### src/rtl/pipe_pkg.sv
// Shared types and constants for the pipe_* valid/ready stream blocks.
package pipe_pkg;

    typedef enum logic [1:0] {
        IDLE = 2'd0,
        RUN  = 2'd1,
        DONE = 2'd2
    } state_t;

    localparam logic [1:0] MODE_ALWAYS = 2'd0;
    localparam logic [1:0] MODE_LFSR   = 2'd1;
    localparam logic [1:0] MODE_PERIOD = 2'd2;
    localparam logic [1:0] MODE_NEVER  = 2'd3;

    // Taps for x^16+x^14+x^13+x^11+1 in a left-shifting Fibonacci register
    localparam logic [15:0] LFSR_TAPS    = 16'hB400;
    // The bit of the LFSR state used as the random ready gate
    localparam logic [15:0] LFSR_OUT_BIT = 16'h0001;
    localparam logic [15:0] DEFAULT_SEED = 16'hACE1;

    // An all-zero LFSR would lock up, so zero seeds become 1
    function automatic logic [15:0] fix_seed(input logic [15:0] seed);
        return (seed == 16'h0000) ? 16'h0001 : seed;
    endfunction

    function automatic logic [15:0] lfsr_next(input logic [15:0] s);
        return {s[14:0], ^(s & LFSR_TAPS)};
    endfunction

endpackage

### src/rtl/pipe_lfsr16.sv
// 16-bit Fibonacci LFSR with synchronous load and step enable.
module pipe_lfsr16
    import pipe_pkg::*;
#(
    parameter logic [15:0] SEED = DEFAULT_SEED
) (
    input  logic        i_clk,
    input  logic        i_reset,
    input  logic        i_load,
    input  logic [15:0] i_seed,
    input  logic        i_en,
    output logic [15:0] o_state
);

    // Load has priority over stepping so a restart always begins at the seed
    always_ff @(posedge i_clk or posedge i_reset) begin
        if (i_reset) begin
            o_state <= fix_seed(SEED);
        end else if (i_load) begin
            o_state <= fix_seed(i_seed);
        end else if (i_en) begin
            o_state <= lfsr_next(o_state);
        end
    end

endmodule

### src/rtl/pipe_sink.sv
// Stream sink: generates back-pressure, checks an incrementing data
// sequence and watches the valid/ready handshake for protocol violations.
module pipe_sink
    import pipe_pkg::*;
#(
    parameter int          WIDTH = 8,
    parameter int          CNT_W = 32,
    parameter logic [15:0] SEED  = DEFAULT_SEED
) (
    input  logic             i_clk,
    input  logic             i_reset,
    input  logic [WIDTH-1:0] i_data,
    input  logic             i_vld,
    output logic             o_rdy,
    input  logic             i_start,
    input  logic [WIDTH-1:0] i_expect_start,
    input  logic [CNT_W-1:0] i_num_beats,
    input  logic [1:0]       i_mode,
    input  logic [7:0]       i_period,
    output logic [CNT_W-1:0] o_beat_cnt,
    output logic [15:0]      o_err_cnt,
    output logic [WIDTH-1:0] o_first_bad_data,
    output logic [WIDTH-1:0] o_first_bad_exp,
    output logic             o_proto_err,
    output logic             o_done
);

    state_t           state;
    logic [WIDTH-1:0] exp_data;
    logic [CNT_W-1:0] num_beats;
    logic [7:0]       pcnt;
    logic             pending;
    logic [WIDTH-1:0] pending_data;
    logic [15:0]      lfsr_q;
    logic             gate;
    logic             handshake;

    pipe_lfsr16 #(
        .SEED(SEED)
    ) u_lfsr (
        .i_clk  (i_clk),
        .i_reset(i_reset),
        .i_load (i_start),
        .i_seed (SEED),
        .i_en   (state == RUN),
        .o_state(lfsr_q)
    );

    // Back-pressure gate chosen live from the mode input
    always_comb begin
        gate = 1'b0;
        case (i_mode)
            MODE_ALWAYS: gate = 1'b1;
            MODE_LFSR:   gate = |(lfsr_q & LFSR_OUT_BIT);
            MODE_PERIOD: gate = (pcnt == 8'd0);
            MODE_NEVER:  gate = 1'b0;
            default:     gate = 1'b0;
        endcase
    end

    assign o_rdy     = (state == RUN) & ~i_start & gate;
    assign handshake = i_vld & o_rdy;

    // Sequencer, data checker and protocol monitor in one state machine
    always_ff @(posedge i_clk or posedge i_reset) begin
        if (i_reset) begin
            state            <= IDLE;
            exp_data         <= '0;
            num_beats        <= '0;
            pcnt             <= 8'd0;
            pending          <= 1'b0;
            pending_data     <= '0;
            o_beat_cnt       <= '0;
            o_err_cnt        <= 16'd0;
            o_first_bad_data <= '0;
            o_first_bad_exp  <= '0;
            o_proto_err      <= 1'b0;
            o_done           <= 1'b0;
        end else if (i_start) begin
            state            <= RUN;
            exp_data         <= i_expect_start;
            num_beats        <= i_num_beats;
            pcnt             <= 8'd0;
            pending          <= 1'b0;
            o_beat_cnt       <= '0;
            o_err_cnt        <= 16'd0;
            o_first_bad_data <= '0;
            o_first_bad_exp  <= '0;
            o_proto_err      <= 1'b0;
            o_done           <= 1'b0;
        end else if (state == RUN) begin
            pcnt <= (pcnt >= i_period) ? 8'd0 : pcnt + 8'd1;
            if (pending && (!i_vld || (i_data != pending_data))) begin
                o_proto_err <= 1'b1;
            end
            if (handshake) begin
                o_beat_cnt <= o_beat_cnt + CNT_W'(1);
                exp_data   <= exp_data + WIDTH'(1);
                pending    <= 1'b0;
                if (i_data != exp_data) begin
                    if (o_err_cnt != 16'hFFFF) begin
                        o_err_cnt <= o_err_cnt + 16'd1;
                    end
                    if (o_err_cnt == 16'd0) begin
                        o_first_bad_data <= i_data;
                        o_first_bad_exp  <= exp_data;
                    end
                end
                if ((num_beats != '0) && ((o_beat_cnt + CNT_W'(1)) == num_beats)) begin
                    state  <= DONE;
                    o_done <= 1'b1;
                end
            end else if (i_vld && !pending) begin
                pending      <= 1'b1;
                pending_data <= i_data;
            end
        end
    end

endmodule
### config.mk
export PLATFORM = sky130hd
export DESIGN_NAME = pipe_sink
export DESIGN_NICKNAME = d
export VERILOG_FILES = /design/src/rtl/pipe_pkg.sv /design/src/rtl/pipe_lfsr16.sv /design/src/rtl/pipe_sink.sv
export SDC_FILE = /design/constraint.sdc
export NUM_CORES = 1
export LEC_CHECK = 0
export ABC_CLOCK_PERIOD_IN_PS = 10750
export BUFFER_PORTS_ARGS = -buffer_cell sky130_fd_sc_hd__buf_2
export CORE_AREA = 2 2 143 145
export DETAILED_ROUTE_END_ITERATION = 8
export DIE_AREA = 0 0 145 147
export GPL_TIMING_DRIVEN = 1
export SLEW_MARGIN = 20
export SYNTH_ARGS = -nofsm -noshare
export SYNTH_HDL_FRONTEND = slang
export SYNTH_SLANG_ARGS = --single-unit
### constraint.sdc
create_clock -name i_clk -period 10.75 [get_ports i_clk]
set_input_delay 2.15 -clock i_clk [delete_from_list [all_inputs] [get_ports i_clk]]
set_output_delay 2.15 -clock i_clk [all_outputs]
set_load 0.05 [all_outputs]
## After elaboration in Yosys (flattened, before gate mapping)

Cells that the tools add are included.

| cells by class | value |
|---|---|
| $add $sub $neg | 4 |
| order comparisons | 1 |
| eq/ne operators | 8 |
| multiplexer cells | 42 |
| bitwise operators | 5 |
| reductions and logical operators | 26 |

Operators by type and width:

| kind | count |
|---|---|
| 8-bit two-way mux | 16 |
| 16-bit two-way mux | 7 |
| 32-bit two-way mux | 3 |
| 32-bit by 1-bit adder with 32-bit output (second input constant) | 1 |
| 32-bit equality test | 1 |
| 32-bit nonzero test | 1 |
| 16-bit by 1-bit adder with 16-bit output (second input constant) | 1 |
| 8-bit by 1-bit adder with 8-bit output (second input constant) | 2 |
| 16-bit zero test | 1 |
| 16-bit inequality test (second input constant) | 1 |
| 8-bit inequality test | 2 |
| 16-bit parity | 1 |
| 2-bit nonzero test | 7 |
| 4-bit AND reduction | 3 |
| 1-bit two-way mux | 11 |
| 8-bit >= comparator | 1 |
| 8-bit zero test | 1 |
| 2-bit two-way mux | 4 |
| 2-bit AND reduction | 3 |
| 2-bit by 1-bit equality test with 1-bit output (second input constant) | 2 |
| 2-bit equality test (second input constant) | 2 |
| 1-bit one-hot mux with 4 select lines | 1 |
| 1-bit bitwise AND | 3 |
| 1-bit logical AND | 3 |
| 6 further kinds | 8 |

| word-level totals | value |
|---|---|
| register bits after elaboration | 141 |
| logic and storage cells | 99 |

## Longest topological paths before layout

| depth | value |
|---|---|
| depth after elaboration | 7 |
| depth in mapped cells | 13 |
| mapped depth without buffers | 10 |

## Cells and area by module

Synthesis repeated with hierarchy kept, for this count alone.

| second synthesis, totals | value |
|---|---|
| cell total of the unflattened synthesis | 859 |
| area, all modules | 8160.3 um^2 |

Modules (own cells, without submodules):

| module | times used | cells each | area each (um^2) | seq. area each (um^2) |
|---|---|---|---|---|
| pipe_sink | 1 | 781 | 7348.3 | 3103.0 |
| pipe_lfsr16 | 1 | 78 | 812.0 | 410.4 |

## Worst setup path after synthesis

No wires, ideal clock.

| timing | value |
|---|---|
| path kind | input port to output port |
| start point | input i_mode[0] |
| end point | output o_rdy |
| data arrival time | 3380 ps |
| required time | 8600 ps |
| slack | 5220 ps |
| stages | 3 |
| cell sequence | or4b_1 > o22ai_2 > and2_1 |

| on the way | value |
|---|---|
| word-level cells in the longest chain between the ends | 3 |
| elaborated cells between the ends (all ways) | 6 |

Ends and longest elaborated chain:

| element | RTL line | RTL |
|---|---|---|
| start: declaration | pipe_sink.sv:18 | `input logic [1:0] i_mode,` |
| 2-bit equality test (tied with other cells) | pipe_sink.sv:52 | `case (i_mode)` |
| 1-bit one-hot mux with 4 select lines * | pipe_sink.sv:52 |  |
| 1-bit bitwise AND * | pipe_sink.sv:61 | `assign o_rdy = (state == RUN) & ~i_start & gate;` |
| end: declaration | pipe_sink.sv:14 | `output logic o_rdy,` |

Mark *: on every way between the ends. The rest lies on a longest branch, timed or not.

## Worst setup path after layout

Same ends and word-level chain as after synthesis.

==> impl_metrics.toml <==
[status]
status = "finished clean"

[global_route]
grt_pass1_vias = 6022
grt_max_degree = 73
antenna_found_initial = 1
grt.total_usage = 0.190
grt_pass1_wl_um = 32400
grt_remaining_overflow = 0

[sta]
fmax_mhz = 177
finalCritPeriodShare = 0.526
slew_viol_final = 0
finalHoldViolCount = 0
max_slew_margin = 0.388
final.setup.tns_ps = 0
tightest_slew_ps = 918
fin_worst_skew_ps = 10.5
worst_slack_ps = 5090
min_period_ps = 5660
rsz0062_at_grt = "no"
setup_viol = 0

[clocking]
htreeDepth = 4
numCtsBuffers = 17
cts_sinks = 140
clkSlewWorstSetupHoldPaths_ps = 60
ctsHoldBuffers = 0
cts_resized = 0
clockBufferDepth = 2
clock-root-buffer = "clkbuf_16"
clk_latency_ps = 430
cts_setup_buffers = 0
cts_tree = "done"

[worst_setup_path]
worstPathMaxFanout = 7
crit_arrival_ps = 3510
reg2reg_from = "pcnt[0]"
crit_type = "in -> out"
rr_worst_depth = 10
start_kind = "primary input"
critPathCaptureType = "primary output"
critPathLaunch = "i_mode[0]"
cp.required_ps = 8600

[hold_path]
hp-start = "u_lfsr.o_state[5]"
hold_class = "reg -> reg"
whs_path_depth = 2

[die]
dieArea_mm2 = 0.0213
initial_utilization = 0.395
die_x_um = 145
rows = 52
core_mm2 = 0.0198
fp.dieH_um = 147
io_pins = 129

[power]
finalPower_mw = 1.46
p_leak_nw = 4.12
power.density_cell_area_mw_per_mm2 = 157
peakVddDrop_uv = 96.0

[finish]
area_growth_pct = 18.3
layout_commonest_cell = "dfrtp_1"
seqCellArea_mm2 = 0.00351
layout.nets = 1013
drive_gt1_frac = 0.232
finalNonFillerCells = 1219
final_cell_mix = "dfrtp_1, buf_2, nand2_1"
fillerInstances = 1942
multiInputGateArea_mm2 = 0.00400
antenna_cells = 0

[detailed_routing]
ant_nets = 0
drt_first_pass_iters = 7
vias = 6334
drc_errors = 0
detail_route.wl_per_cell_um = 16.1
drtIter0Drc = 402
viasPerCell = 5.20
wirelength_um = 19600

[placement]
dpl.hpwl_um = 13800
io_buffers = 128
dp.cells = 1188
gp_congestion = 0.842
dp_slack_ps = 5100

[logic_synthesis]
syn_inst = 827
syn_area_mm2 = 0.00783
async_flop_share = 1.00
syn_avg_cell_area_um2 = 9.47
netlist.area_leader.share = 0.422
synth_seq_cells = 140
synth_ff_type = "dfrtp_1"
yosysWarnings = 0
synth_edf_count = 0
synth_area_leaders = "dfrtp_1, xor2_1, mux2_2"
seq_area_frac_synth = 0.449
synth.net_count = 903
synth_top_area_cell = "dfrtp_1"
synth.distinct_cells = 58

[flow_run]
max_cap_violations = 0
area by class of cell:
type	instances	area share
clock buffer	22	0.0523
clock inverter	9	0.0122
inverter	36	0.0151
multi-input combinational	609	0.431
sequential	140	0.379
tap	270	0.0365
timing repair buffer	133	0.0735
cell usage after synthesis, drive strengths merged (9+ instances only):
cell and instances:
nand4 26, nor3 14, a21oi 21, nor2 65, xnor2 50, or3 12
nand3b 27, clkbuf 25, nand3 30, nand2 94, o21ai 57, dfrtp 132
mux2 40, ha 14, xor2 53, inv 36, buf 17, nor2b 9
nor4 22
registers in the layout, summed over array words and instances, names as in the netlist, 8 cells and up:
signal	cells
o_first_bad_data	8
num_beats	32
exp_data	8
pending_data	8
o_first_bad_exp	8
pcnt	8
o_err_cnt	16
u_lfsr.o_state	16
o_beat_cnt	32
routing by layer:
| metal | wire (µm) | vias up | GRT usage |
|---|---|---|---|
| li1 | - | 3093 | - |
| met1 | 9310 | 3072 | 0.260 |
| met2 | 9110 | 143 | 0.300 |
| met3 | 914 | 24 | 0.0475 |
| met4 | 299 | 2 | 0.0540 |
| met5 | 13 | - | 0 |
cells by family (layout without fill, tap and decap cells):
logic type	Yosys count	after routing	synth area share
and+or+nand+nor	331	331	0.220
AOI/OAI and AO/OA	117	117	0.0900
DFF	140	140	0.449
muxes	44	44	0.0626
adders and majority gates	14	14	0.0224
xor gates and xnor gates	103	103	0.115
buffers and inverters	78	200	0.0411
critical path: stages:
cell	delay (ps)
buf_2	100
or4b_1	510
o22ai_2	320
and2_1	170
buf_2	260
where the power goes:
group | leakage (nW) | switching (mW) | internal, mW
Clock | 0.280 | 0.228 | 0.365
Sequential | 1.79 | 0.0493 | 0.577
Combinational | 2.06 | 0.139 | 0.0982
Total | 4.12 | 0.416 | 1.04
final timing paths:
check	endpoint	slack (ps)
min reg2reg	u_lfsr.o_state[6]	490
max in group asynchronous	o_err_cnt[13]	7560
max	o_rdy	5090
min in group asynchronous	num_beats[3]	1830
min	u_lfsr.o_state[6]	490
max reg2reg	o_err_cnt[9]	7050
metrics by stage:
stage	hold WS (ps)	cell area (µm²)	util
after detailed placement	477	8670	0.437
after global routing	505	9260	0.467
after floorplan	462	7830	-
final	486	9260	0.467
after CTS	493	9260	0.467
after global placement	473	8670	0.437
(Power assumes the default switching activity.)
